### src/rtl/seq_mult_ctrl.sv
// Sequential shift-and-add multiplier controller.
// One WIDTH-bit ripple-carry adder, built from full-adder cells, is reused
// across WIDTH iterations. It produces a 2*WIDTH-bit unsigned product and a
// one-cycle done pulse.

// Single-bit full adder cell.
module sm_full_adder (
   input  logic x_i,
   input  logic y_i,
   input  logic cin_i,
   output logic sum_o,
   output logic cout_o
);
   // Sum and carry of three input bits.
   always_comb begin
      sum_o  = x_i ^ y_i ^ cin_i;
      cout_o = (x_i & y_i) | (cin_i & (x_i ^ y_i));
   end
endmodule

// WIDTH-bit ripple-carry adder made from a chain of full-adder cells.
module sm_ripple_adder #(
   parameter int WIDTH = 4
) (
   input  logic [WIDTH-1:0] x_i,
   input  logic [WIDTH-1:0] y_i,
   input  logic             cin_i,
   output logic [WIDTH-1:0] sum_o,
   output logic             cout_o
);
   // carry[k] is the carry into bit k; carry[WIDTH] is the final carry-out.
   logic [WIDTH:0] carry;

   assign carry[0] = cin_i;
   assign cout_o   = carry[WIDTH];

   for (genvar k = 0; k < WIDTH; k++) begin : g_bit
      sm_full_adder u_fa (
         .x_i    (x_i[k]),
         .y_i    (y_i[k]),
         .cin_i  (carry[k]),
         .sum_o  (sum_o[k]),
         .cout_o (carry[k+1])
      );
   end
endmodule

// Multiplier controller: IDLE -> RUN (WIDTH iterations) -> DONE -> IDLE.
module seq_mult_ctrl #(
   parameter int WIDTH = 4
) (
   input  logic                 Clock,
   input  logic                 Reset,
   input  logic                 start,
   input  logic [WIDTH-1:0]     a,
   input  logic [WIDTH-1:0]     b,
   output logic                 busy,
   output logic                 done,
   output logic [2*WIDTH-1:0]   product
);
   // Iteration counter width; it must hold WIDTH-1, the index of the last step.
   localparam int CW = (WIDTH > 2) ? $clog2(WIDTH) : 1;
   localparam logic [CW-1:0] LAST_STEP = CW'(WIDTH - 1);

   typedef enum logic [1:0] {
      S_IDLE = 2'd0,
      S_RUN  = 2'd1,
      S_DONE = 2'd2
   } state_t;

   state_t               state_q, state_d;
   logic [WIDTH-1:0]     m_q, m_d;         // multiplicand
   logic [WIDTH-1:0]     acc_q, acc_d;     // A: upper half of the partial product
   logic [WIDTH-1:0]     q_q, q_d;         // Q: multiplier, shifted out LSB first
   logic [CW-1:0]        count_q, count_d;
   logic [2*WIDTH-1:0]   product_q, product_d;

   // Shared adder datapath.
   logic [WIDTH-1:0]     addend;
   logic [WIDTH-1:0]     sum;
   logic                 carry_out;
   logic [WIDTH-1:0]     acc_shifted;
   logic [WIDTH-1:0]     q_shifted;

   // The multiplicand is added only when the current multiplier LSB is set.
   assign addend = q_q[0] ? m_q : '0;

   sm_ripple_adder #(.WIDTH(WIDTH)) u_adder (
      .x_i    (acc_q),
      .y_i    (addend),
      .cin_i  (1'b0),
      .sum_o  (sum),
      .cout_o (carry_out)
   );

   // Right shift of {C, S, Q} by one: the carry becomes the new MSB of A,
   // and the LSB of the sum moves into the MSB of Q.
   assign acc_shifted = {carry_out, sum[WIDTH-1:1]};
   assign q_shifted   = {sum[0], q_q[WIDTH-1:1]};

   // Next-state and datapath update logic.
   always_comb begin
      // NOTE: every signal written here gets a default first, so no path can leave one unassigned and infer a latch.
      state_d   = state_q;
      m_d       = m_q;
      acc_d     = acc_q;
      q_d       = q_q;
      count_d   = count_q;
      product_d = product_q;

      unique case (state_q)
         S_IDLE: begin
            if (start) begin
               m_d     = a;
               q_d     = b;
               acc_d   = '0;
               count_d = '0;
               state_d = S_RUN;
            end
         end

         S_RUN: begin
            acc_d   = acc_shifted;
            q_d     = q_shifted;
            count_d = count_q + 1'b1;
            if (count_q == LAST_STEP) begin
               product_d = {acc_shifted, q_shifted};
               state_d   = S_DONE;
            end
         end

         S_DONE: begin
            state_d = S_IDLE;
         end

         default: begin
            state_d = S_IDLE;
         end
      endcase
   end

   // State and datapath registers, with synchronous reset.
   always_ff @(posedge Clock) begin
      // NOTE: every register is reset so that an aborted operation leaves a known zero state; there is no storage array that would need exempting.
      if (Reset) begin
         state_q   <= S_IDLE;
         m_q       <= '0;
         acc_q     <= '0;
         q_q       <= '0;
         count_q   <= '0;
         product_q <= '0;
      end else begin
         // NOTE: non-blocking assignments so every register updates from the values present before the edge.
         state_q   <= state_d;
         m_q       <= m_d;
         acc_q     <= acc_d;
         q_q       <= q_d;
         count_q   <= count_d;
         product_q <= product_d;
      end
   end

   // Status outputs decoded directly from the registered state.
   assign busy    = (state_q == S_RUN);
   assign done    = (state_q == S_DONE);
   assign product = product_q;

endmodule

### config.mk
export PLATFORM = sky130hd
export DESIGN_NAME = seq_mult_ctrl
export DESIGN_NICKNAME = d
export VERILOG_FILES = /design/src/rtl/seq_mult_ctrl.sv
export SDC_FILE = /design/constraint.sdc
export NUM_CORES = 1
export LEC_CHECK = 0
export BUFFER_PORTS_ARGS = -buffer_cell sky130_fd_sc_hd__buf_2
export CAP_MARGIN = 20
export CORE_MARGIN = 4
export CORE_UTILIZATION = 56
export DETAILED_ROUTE_END_ITERATION = 10
export MAX_ROUTING_LAYER = met4
export PLACE_DENSITY = 0.81
export SLEW_MARGIN = 20
export SYNTH_ARGS = -nofsm -noshare
export SYNTH_HDL_FRONTEND = slang
export SYNTH_SLANG_ARGS = --single-unit
### constraint.sdc
create_clock -name Clock -period 6.3 [get_ports Clock]
set_clock_uncertainty 0.05 [all_clocks]
set_input_delay 1.26 -clock Clock [delete_from_list [all_inputs] [get_ports Clock]]
set_output_delay 1.26 -clock Clock [all_outputs]
set_load 0.005 [all_outputs]
* Word-level counts from Yosys, hierarchy flattened *
Cells that the tools add are included.
W data, S select, Z words.

storage, ports and cells
  bits of input ports = 11
  register bits after elaboration = 24
  logic and storage cells = 45

operators by class
  mux-type cells = 10
  reduce and logical (&&, ||, !) cells = 6
  add/sub/neg operators = 1
  bitwise logic cells = 17
  equality and inequality tests = 5

operators by type and width
  cell                   number
  $pmux W4 S2            2
  $mux W4                3
  $pmux W2 S2            2
  $reduce_and A2 Y1      4
  $and A1 B1 Y1          7
  $xor A1 B1 Y1          7
  $mux W2                3
  $eq A2 B2 Y1 const B   2
  $or A1 B1 Y1           3
  $add A2 B1 Y2 const B  1
  $eq A2 B1 Y1 const B   1
  $logic_not A2 Y1       1
  $ne A2 B1 Y1 const B   1
  $ne A2 B2 Y1 const B   1
  $reduce_bool A2 Y1     1

* Longest topological paths before layout *
Gate-level depths: netlist of the first run.

  word-level depth = 9
  gate-level depth with buffers = 8
  gate-level depth less buffers = 8

* Hierarchy *
From an unflattened synthesis of the first run, not the netlist that was laid out.

second synthesis, totals
  cells, all modules = 113
  area, all modules = 1,059.8 µm²

modules (own cells, without submodules)
  module         cells each  area each (µm²)  instances
  seq_mult_ctrl  109         979.7            1
  sm_full_adder  1           20.0             4

* Worst setup path after synthesis of the first run *
OpenSTA, ideal clock, no wires.

  kind = register to register
  start point = register q_q[0]
  end point = register acc_q[2]
  path slack = 4,098 ps
  cell stages (with the launch flop) = 9
  path buffers = 0
  library setup time = 71 ps
  required time = 6,179 ps
  data arrival time = 2,082 ps
  period minus slack after synthesis = 2,202 ps
  path through = dfxtp_1 > and2_1 > ha_1 > fa_1 > fa_1 > inv_1 > fa_1 > nand2b_1 > a21oi_1

on the way
  longest elaborated chain between the ends = 8

RTL lines
  what                                                   RTL line  text
  from (decl)                                            74        logic [WIDTH-1:0] q_q, q_d;
  from (signal assigned)                                 157       q_q <= q_d;
  $mux W4 *                                              86        assign addend = q_q[0] ? m_q : '0;
  $and A1 B1 Y1 / $xor A1 B1 Y1 (equally long branches)  17        cout_o = (x_i & y_i) | (cin_i & (x_i ^ y_i));
  $and A1 B1 Y1                                          17
  $or A1 B1 Y1                                           17
  $and A1 B1 Y1                                          17
  $or A1 B1 Y1                                           17
  $xor A1 B1 Y1 *                                        16        sum_o = x_i ^ y_i ^ cin_i;
  $pmux W4 S2 *                                          111       unique case (state_q)
  to (signal assigned)                                   148       acc_q <= '0;
  to (signal assigned)                                   156       acc_q <= acc_d;
  to (decl)                                              73        logic [WIDTH-1:0] acc_q, acc_d;

Every way passes the cells marked *; elsewhere a longest branch is shown, timed or not.
A chain may end at the register's enable or synchronous reset.

* Worst setup path in the final report of the first run *
  start point = register state_q[0]
  end point = output port busy

on the way
  longest elaborated chain between the ends = 1

RTL lines
  what                    RTL line  text
  from (decl)             71        state_t state_q, state_d;
  from (signal assigned)  154       state_q <= state_d;
  $eq A2 B1 Y1            164       assign busy = (state_q == S_RUN);
  to (decl)               57        output logic busy,

No other way between the ends.

==> results.toml, run 1 <==
[min_path]
min-delay-start = "product[0]$_SDFFE_PP0P_"
hold_class = "flop to flop"

[logic_synthesis]
synth_top_cells_by_area = "dfxtp_1 47%, mux2i_1 7.8%, fa_1 5.8%"
syn_area_per_cell_um2 = 9.299
synth_top_cell_area_share_pct = 46.55
synth-seq-cells = 24
synth_area_leader_cell = "dfxtp_1"
ys_types = 22
synthesis.area_um2 = 1032
yosysMostFrequentCell = "dfxtp_1"
synth-async-reset-ratio_pct = 0
ys.flop_type = "dfxtp_1"
syn_nets = 127
yosysWarnings = 0
syn_inst = 111
synth_edf_count = 0
yosysSeqAreaShare_pct = 46.55
synth_commonest_cells = "24 x dfxtp_1, 16 x nand2_1, 13 x nor2_1"

[detailed_routing]
drt-total-wl_um = 1928
wl_met3_um = 88
first_iter_violations = 7
wl_per_cell_um = 12.60
dr.pass1.iters = 4
drc = 0
wl_met1_um = 906
viasPerCell = 5.196
dr_wl_met2_um = 880
vias = 795
antenna_left = 0
maxUsedRoutingLayer = "met4"

[sta]
finalWorstSetupSlack_ps = 3464
setup-tns-final_ps = 0
post-route-min-period_ps = 2836
slew_viol_final = 0
grt_setup_unrepaired = "no"
fin_crit_sh_pct = 45.01
setup_viol = 0
tightestPinTransition_ps = 418.1
fmax_mhz = 352.6
hold_violations = 0
slew-limit-headroom_pct = 72.13

[finish]
syn2layout_area_growth_pct = 13.58
drive_above_1_share_pct = 20.31
fin_nets = 145
insertedDiodeCount = 0
instances_no_fill = 153
final_area_um2 = 1172

[critical_path]
critPathRequiredTime_ps = 4990
ff2ff_path_depth = 8
crit_path_cell_trace = "nand2b_1, inv_1, buf_2"
critPathCaptureType = "output pin"
rrSetupSlack_ps = 3860
r2r-start = "q_q[0]$_SDFFE_PP0P_"
cp-start-kind = "flop"
crit_start = "state_q[0]$_SDFFE_PP0P_"
slowest_delay_ps = 580
path_delay_family = "flip-flops"
path_buf_inv = 2
cp_slowest_cell = "dfxtp_1"
rr_endpoint = "acc_q[2]$_SDFFE_PP0P_"
cp.depth = 3
critical_path_class = "flop to output pin"
cp.arrival_ps = 1530
critical_path.max_fanout = 10
crit_path_end = "busy"

[clock_tree]
ctsHoldBuffers = 0
cts-resized-gates = 0
htreeDepth = 1
cts_tree = "done"
clockRootBuffer = "clkbuf_4"
cts_buffers = 3
cts_buffer_depth = 2
clk_pin_slew_worst_paths_ps = 120
cts.sinks = 24
post_cts_buffers = 0
clk_latency_ps = 320

[placed_design]
pre_cts_slack_ps = 3852
place_inst = 149
placed_cell_area_um2 = 1120
place.gp.congestion = 0.7733
dp_hpwl_um = 1353
port_buffers = 20

[floorplan]
die_w_um = 50.94
core-area_um2 = 1745
dieArea_um2 = 2594
fp.dieH_um = 50.94
ioPinCount = 21
start_util_pct = 59.14
fp-row-count = 15

[global_route]
grt_max_degree = 25
grt_pass1_wl_um = 3546
grt_use_total_pct = 18.54
antenna_found_initial = 0
overflow = 0
first_global_vias = 786

[power_and_ir_drop]
p_leak_nw = 0.5035
peakVddDrop_mv = 0.1863
p_per_area_nw_per_um2 = 254.7

[run]
cap_violations = 0

[status]
status = "finished clean"
-- worst min path at each step --
stage,endpoint,slack [ps],depth (start not counted)
after floorplan,acc_q[3]$_SDFFE_PP0P_,390,2
after global placement,product[4]$_SDFFE_PP0P_,390,2
after detailed placement,product[4]$_SDFFE_PP0P_,400,2
after CTS,product[0]$_SDFFE_PP0P_,410,2
after global routing,product[5]$_SDFFE_PP0P_,450,2
final,product[0]$_SDFFE_PP0P_,410,2
-- worst reg2reg max path, cell delays in order (launching register included) --
cell      delay (ps)
dfxtp_1          360
and2_1           150
ha_1             180
fa_1             400
fa_1             380
inv_1             80
fa_1             440
nand2b_1         160
a21oi_1          160
-- power by group --
| group | internal, mW | switching, mW | total, mW |
|---|---|---|---|
| combinational | 0.0114 | 0.0132 | 0.0246 |
| clock | 0.0644 | 0.0470 | 0.111 |
| sequential | 0.157 | 0.00518 | 0.163 |
-- routing by layer --
| metal | vias up | track usage [%] |
|---|---|---|
| li1 | 404 | - |
| met1 | 364 | 22.65 |
| met2 | 20 | 29.61 |
| met3 | 7 | 3.207 |
| met4 | 0 | 8.969 |
| met5 | - | - |
-- cells in the final DEF, fill, tap and decap left out, drive strengths merged --
cell type	n
or3b	1
fa	3
and2	3
buf	20
nand2	16
ha	2
dfxtp	24
nand3	5
nor2	13
bufinv	1
inv	3
o21a	1
o21ba	1
nor2b	1
a21oi	11
mux2i	8
clkbuf	3
mux2	1
a211oi	6
nand3b	1
nand2b	3
and3b	1
-- layout make-up --
cell class,instances,area (µm²)
Timing Repair Buffer,20,100.1
Inverter,3,11.26
Clock buffer,3,22.52
Clock inverter,1,30.03
Multi-Input combinational cell,77,496.7
Tap cell,25,31.28
Fill cell,156,573.1
Sequential cell,24,480.5
-- cell families (layout without fill, tap and decap cells) --
kind of cell | Yosys count | count (layout) | share of synthesized area (%)
buffers and inverters | 10 | 27 | 5.333
muxes | 9 | 9 | 8.849
and+or+nand+nor | 44 | 44 | 19.64
adders and majority gates | 5 | 5 | 8.242
AOI/OAI and AO/OA | 19 | 19 | 11.39
DFF | 24 | 24 | 46.55
-- sequential cells by signal, summed over array words and instances, names as in the netlist --
| name | count |
|---|---|
| q_q | 4 |
| product | 8 |
| m_q | 4 |
| count_q | 2 |
| state_q | 2 |
| acc_q | 4 |
-- through the flow --
step	power (mW)	util, %	hold WS, ps
2_1_floorplan	0.1848	-	393.6
4_1_cts	0.3008	67.17	414.9
3_5_place_dp	0.1900	64.16	396.5
3_3_place_gp	0.1891	64.16	391.7
5_1_grt	0.3112	67.17	445.5
6_report	0.2986	67.17	408.9
No activity file was read; power rests on OpenSTA's default activity.
==> inputs of run 2 (changes only) <==
--- a/config.mk
+++ b/config.mk
@@ -5,13 +5,14 @@
 export SDC_FILE = /design/constraint.sdc
 export NUM_CORES = 1
 export LEC_CHECK = 0
+export ABC_AREA = 1
 export BUFFER_PORTS_ARGS = -buffer_cell sky130_fd_sc_hd__buf_2
 export CAP_MARGIN = 20
 export CORE_MARGIN = 4
-export CORE_UTILIZATION = 56
+export CORE_UTILIZATION = 48
 export DETAILED_ROUTE_END_ITERATION = 10
 export MAX_ROUTING_LAYER = met4
-export PLACE_DENSITY = 0.81
+export PLACE_DENSITY = 0.73
 export SLEW_MARGIN = 20
 export SYNTH_ARGS = -nofsm -noshare
 export SYNTH_HDL_FRONTEND = slang
==> constraint.sdc (replaced) <==
create_clock -name Clock -period 2.6 [get_ports Clock]
set_clock_uncertainty 0.05 [all_clocks]
set_input_delay 0.52 -clock Clock [delete_from_list [all_inputs] [get_ports Clock]]
set_output_delay 0.52 -clock Clock [all_outputs]
set_load 0.005 [all_outputs]
==> run 2 against run 1 <==
Die area rose by 24%. First-iteration DRC count rose by 86%. Largest power group unchanged. Clock-buffer cell count did not move. Setup slack got worse by 3100 ps. Critical path type is now flop to flop. Register-to-register slack got worse by 3500 ps. Clock power rose by 150%. Via count rose by 15%.
==> results.toml, run 2 <==
[status]
status = "finished clean"

[finish]
fin_nets = 182
instances_no_fill = 193
largest_register_ffs = 8
multi_input_area_um2 = 560.5
insertedDiodeCount = 0
post-route-util_pct = 57.82
register_area_um2 = 480.5
final_area_um2 = 1291
layout_common_cells = "43 x nand2_1, 24 x dfxtp_1, 21 x nor2_1"
layout_commonest_cell = "nand2_1"
drive_above_1_share_pct = 24.85
fillers = 211
syn2layout_area_growth_pct = 13.03

[placed_design]
port_buffers = 20
placed_cell_area_um2 = 1239
place_inst = 189
place.gp.congestion = 0.7516
pre_cts_slack_ps = 375.2
dp_hpwl_um = 1502

[global_route]
overflow = 0
antenna_found_initial = 0
grt_use_total_pct = 13.83
first_global_vias = 782
grt_max_degree = 19
grt_pass1_wl_um = 3387

[critical_path]
r2r-start = "q_q[0]$_SDFFE_PP0P_"
rr_endpoint = "acc_q[2]$_SDFFE_PP0P_"
critPathCaptureType = "flop"
rrSetupSlack_ps = 350
critical_path_class = "flop to flop"
cp-start-kind = "flop"
critPathRequiredTime_ps = 2820
crit_start = "q_q[0]$_SDFFE_PP0P_"
cp.arrival_ps = 2460
critical_path.max_fanout = 5
ff2ff_path_depth = 10

[sta]
slew-limit-headroom_pct = 71.36
fmax_mhz = 445.1
setup_viol = 0
hold_ws_ps = 390.3
post-route-min-period_ps = 2247
setup-tns-final_ps = 0
hold_violations = 0
tightestPinTransition_ps = 427.9
finalWorstSetupSlack_ps = 353.3
fin_crit_sh_pct = 86.41
grt_setup_unrepaired = "no"
slew_viol_final = 0

[power_and_ir_drop]
total_power_mw = 0.7444
power_frac_comb_pct = 10.2
clockPowerShare_pct = 36.5
p_per_area_nw_per_um2 = 576.5
p_leak_nw = 0.6773
intPower_mw = 0.5678
p_sw_mw = 0.1766
seq_power_share_pct = 53.3
peakVddDrop_mv = 0.3520
p_sw_share_pct = 23.72

[logic_synthesis]
synthesis.area_um2 = 1142
syn_inst = 145
syn_area_per_cell_um2 = 7.878
synth_commonest_cells = "43 x nand2_1, 24 x dfxtp_1, 21 x nor2_1"
synth-async-reset-ratio_pct = 0
synth_top_cells_by_area = "dfxtp_1 42%, nand2_1 14%, nor2_1 6.9%"
synth_top_cell_area_share_pct = 42.06
synth_edf_count = 0
yosysMostFrequentCell = "nand2_1"
yosysWarnings = 0
yosysSeqAreaShare_pct = 42.06
synth_area_leader_cell = "dfxtp_1"
ys.flop_type = "dfxtp_1"
synth-seq-cells = 24
syn_nets = 161
ys_types = 20

[floorplan]
fp.dieH_um = 56.79
dieArea_um2 = 3225
fp-row-count = 17
core-area_um2 = 2233
start_util_pct = 51.15
ioPinCount = 21
die_w_um = 56.79

[min_path]
hold_class = "input port to flop"
min-delay-start = "a[2]"
holdPathEnd = "m_q[2]$_SDFFE_PP0P_"
holdPathStages = 3

[clock_tree]
cts_buffer_depth = 2
cts_buffers = 3
htreeDepth = 1
post_cts_buffers = 0
clk_latency_ps = 320
cts-resized-gates = 0
cts_tree = "done"
cts.sinks = 24
clk_pin_slew_worst_paths_ps = 130
clockRootBuffer = "clkbuf_4"
ctsHoldBuffers = 0

[detailed_routing]
drc = 0
antenna_left = 0
dr_wl_met2_um = 865
wl_met1_um = 950
wl_met3_um = 111
viasPerCell = 4.741
drt-total-wl_um = 1980
first_iter_violations = 13
vias = 915
dr.pass1.iters = 4
maxUsedRoutingLayer = "met4"
wl_per_cell_um = 10.26

[run]
cap_violations = 0
## run 2: cell count changes in the layout (fill, tap and decap cells not counted), moves of 7 or more
cell,delta
nor2_1,+8
nand2_1,+27
nand3_1,+7
a21oi_1,-11
inv_1,+10
mux2i_1,-8
## run 2: power groups by stage
| stage | combinational [mW] | clock, mW | sequential (mW) |
|---|---|---|---|
| 2_1_floorplan | 0.0676 | 0 | 0.399 |
| 3_3_place_gp | 0.0739 | 0 | 0.405 |
| 3_5_place_dp | 0.0763 | 0 | 0.405 |
| 4_1_cts | 0.0766 | 0.280 | 0.397 |
| 5_1_grt | 0.0866 | 0.298 | 0.400 |
| 6_report | 0.0756 | 0.272 | 0.397 |
## run 2: worst max-delay path by stage
| stage | to | cells after the start |
|---|---|---|
| 3_5_place_dp | acc_q[2]$_SDFFE_PP0P_ | 10 |
| 5_1_grt | acc_q[2]$_SDFFE_PP0P_ | 10 |
| 3_3_place_gp | acc_q[2]$_SDFFE_PP0P_ | 10 |
| 6_report | acc_q[2]$_SDFFE_PP0P_ | 10 |
| 2_1_floorplan | acc_q[2]$_SDFFE_PP0P_ | 10 |
| 4_1_cts | acc_q[2]$_SDFFE_PP0P_ | 10 |
## run 2: critical path, cell delays in order, from the launching register on
cell     delay (ps)
dfxtp_1         360
nand2_1          60
inv_1            40
ha_1            180
fa_1            380
fa_1            360
inv_1            70
fa_1            410
inv_1            80
nand2_1          70
a21oi_2         130
## run 2: logic make-up (layout without fill, tap and decap cells)
family,count (synthesis),count (layout),share of synthesized area (%)
AND/OR/NAND/NOR,84,84,33.52
flip-flops,24,24,42.06
buffers and inverters,20,40,8.872
AO/OA/AOI/OAI,12,12,8.105
adder cells (fa/ha/maj),5,5,7.448
## run 2: metal layers
metal	track usage, %	up-vias
met5	-	-
met4	6.954	0
met3	3.678	5
met2	20.79	23
met1	17.02	400
li1	-	487
## run 2: area by class of cell
class                   count  area share [%]
clock inverters             1           2.326
multi-input cells         101           43.41
clock buffers               3           1.744
repair buffers             20           7.752
inverters                  16           4.845
flip-flops and latches     24           37.21
well taps                  28           2.713
==> inputs of run 3 (changes only) <==
--- a/config.mk
+++ b/config.mk
@@ -5,14 +5,14 @@
 export SDC_FILE = /design/constraint.sdc
 export NUM_CORES = 1
 export LEC_CHECK = 0
-export ABC_AREA = 1
 export BUFFER_PORTS_ARGS = -buffer_cell sky130_fd_sc_hd__buf_2
 export CAP_MARGIN = 20
 export CORE_MARGIN = 4
-export CORE_UTILIZATION = 48
+export CORE_UTILIZATION = 47
 export DETAILED_ROUTE_END_ITERATION = 10
 export MAX_ROUTING_LAYER = met4
 export PLACE_DENSITY = 0.73
+export RECOVER_POWER = 25
 export SLEW_MARGIN = 20
 export SYNTH_ARGS = -nofsm -noshare
 export SYNTH_HDL_FRONTEND = slang
==> run 3 against run 2 <==
Sequential power is essentially flat. Hold slack lost 17 ps. Clock-buffer cell count is the same. Utilization shrank 0.080 points. Largest power group unchanged. Critical path type unchanged. First-iteration DRC count shrank 62%. Critical path depth shrank 2. Clock power shrank 1%.
==> results.toml, run 3 (synthesis results as in run 1) <==
[placed_design]
port_buffers = 20
place.gp.congestion = 0.7138
placed_cell_area_um2 = 1122

[detailed_routing]
antenna_left = 0
drc = 0
dr.pass1.iters = 4
viasPerCell = 5.065
wl_per_cell_um = 12.02
vias = 785
first_iter_violations = 5
drt-total-wl_um = 1863

[global_route]
grt_use_met3_pct = 2.452
met2_usage_pct = 24.02
grt_use_total_pct = 15.32
top_usage_layer = "met2"
antenna_found_initial = 0
overflow = 0
first_global_vias = 703
grt_pass1_wl_um = 3063
grtUsageMet1_pct = 17.97
grt_max_degree = 25

[critical_path]
path_buf_inv = 1
critPathCaptureType = "flop"
rrSetupSlack_ps = 300
r2r-start = "q_q[0]$_SDFFE_PP0P_"
ff2ff_path_depth = 8
critical_path.max_fanout = 5
crit_path_frequent_cell = "fa_1"
cp.arrival_ps = 2520
critPathRequiredTime_ps = 2810
cp-start-kind = "flop"
critical_path_class = "flop to flop"
cp_slowest_cell = "fa_1"
crit_path_cell_trace = "and2_1, ha_1, fa_1, fa_1, inv_1, fa_1, nand2b_1, a21oi_1"
rr_endpoint = "acc_q[2]$_SDFFE_PP0P_"
slowest_delay_ps = 420
path_delay_family = "adder cells"

[clock_tree]
cts_buffer_depth = 2
clk_latency_ps = 320
clockRootBuffer = "clkbuf_4"
htreeDepth = 1
cts.sinks = 24
post_cts_buffers = 0
cts_tree = "done"
clk_pin_slew_worst_paths_ps = 140
ctsHoldBuffers = 0
cts-resized-gates = 0
cts_buffers = 3

[sta]
tightestPinTransition_ps = 422.4
slew-limit-headroom_pct = 71.84
setup-tns-final_ps = 0
hold_ws_ps = 373.7
grt_setup_unrepaired = "no"
setup_viol = 0
hold_violations = 0
slew_viol_final = 0
fin_crit_sh_pct = 88.60
post-route-min-period_ps = 2304
fmax_mhz = 434.1

[finish]
layout_commonest_cell = "dfxtp_1"
final_area_um2 = 1167
insertedDiodeCount = 0
largest_register_ffs = 8
layout_common_cells = "24 x dfxtp_1, 16 x nand2_1, 14 x buf_2"
drive_above_1_share_pct = 14.84
fin_nets = 145
syn2layout_area_growth_pct = 13.09

[min_path]
holdPathStages = 3
min-delay-start = "a[2]"
holdPathEnd = "m_q[2]$_SDFFE_PP0P_"
hold_class = "input port to flop"

[floorplan]
fp-row-count = 16
core-area_um2 = 2022
die_w_um = 54.87
fp.dieH_um = 54.87
dieArea_um2 = 3010
start_util_pct = 51.05
ioPinCount = 21

[power_and_ir_drop]
total_power_mw = 0.7207
p_leak_nw = 0.4792
peakVddDrop_mv = 0.4304
p_per_area_nw_per_um2 = 617.4

[status]
status = "finished clean"

[run]
cap_violations = 0
## run 3: cell count changes in the layout (fill, tap and decap cells not counted), sizes merged, moves of 3 or more
cell    previous run  this run
a211oi             0         6
a21oi              5        11
and2               0         3
buf               20        14
clkbuf             3         9
inv               16         3
mux2i              0         8
nand2             49        16
nand2b             0         3
nand3             12         5
nor2              23        13
o21ai              6         0
## run 3: routing by layer
metal | vias up | wire length (µm)
met3 | 4 | 97
met4 | 0 | 47
met2 | 16 | 841
met1 | 359 | 876
li1 | 406 | -
met5 | - | 0
## run 3: where the power goes
part | internal [mW] | leakage (nW) | switching [mW]
combinational | 0.0270 | 0.256 | 0.0320
clock | 0.156 | 0.0279 | 0.112
sequential | 0.381 | 0.196 | 0.0123
total | 0.564 | 0.479 | 0.156
## run 3: worst reg2reg max path, stage by stage, from the launching register on
cell      delay (ps)
dfxtp_1          360
and2_1           140
ha_1             180
fa_1             380
fa_1             370
inv_1             70
fa_1             420
nand2b_1         160
a21oi_1          130
## run 3: layout make-up
class | count | area, µm²
Clock inverter | 1 | 30.03
Tap cell | 27 | 33.78
Multi-Input combinational cell | 77 | 496.7
Inverter | 3 | 11.26
Fill cell | 193 | 854.6
Clock buffer | 3 | 22.52
Sequential cell | 24 | 480.5
Timing Repair Buffer | 20 | 92.59
## run 3: how the worst max path moves through the flow
| stage | from | end | slack (ps) | depth (start not counted) |
|---|---|---|---|---|
| after global routing | q_q[0]$_SDFFE_PP0P_ | acc_q[2]$_SDFFE_PP0P_ | 180 | 8 |
| after detailed placement | q_q[0]$_SDFFE_PP0P_ | acc_q[2]$_SDFFE_PP0P_ | 320 | 8 |
| after CTS | q_q[0]$_SDFFE_PP0P_ | acc_q[2]$_SDFFE_PP0P_ | 300 | 8 |
| after floorplan | q_q[0]$_SDFFE_PP0P_ | acc_q[2]$_SDFFE_PP0P_ | 400 | 8 |
| final | q_q[0]$_SDFFE_PP0P_ | acc_q[2]$_SDFFE_PP0P_ | 300 | 8 |
| after global placement | q_q[0]$_SDFFE_PP0P_ | acc_q[2]$_SDFFE_PP0P_ | 360 | 8 |
## run 3: per-stage QoR
step           util [%]  setup slack [ps]  instances
2_1_floorplan         -             397.8        111
3_3_place_gp      55.51             358.8        151
3_5_place_dp      55.51             317.4        151
4_1_cts           58.11             301.2        155
5_1_grt           57.74             179.1        155
6_report          57.74             296.5        155
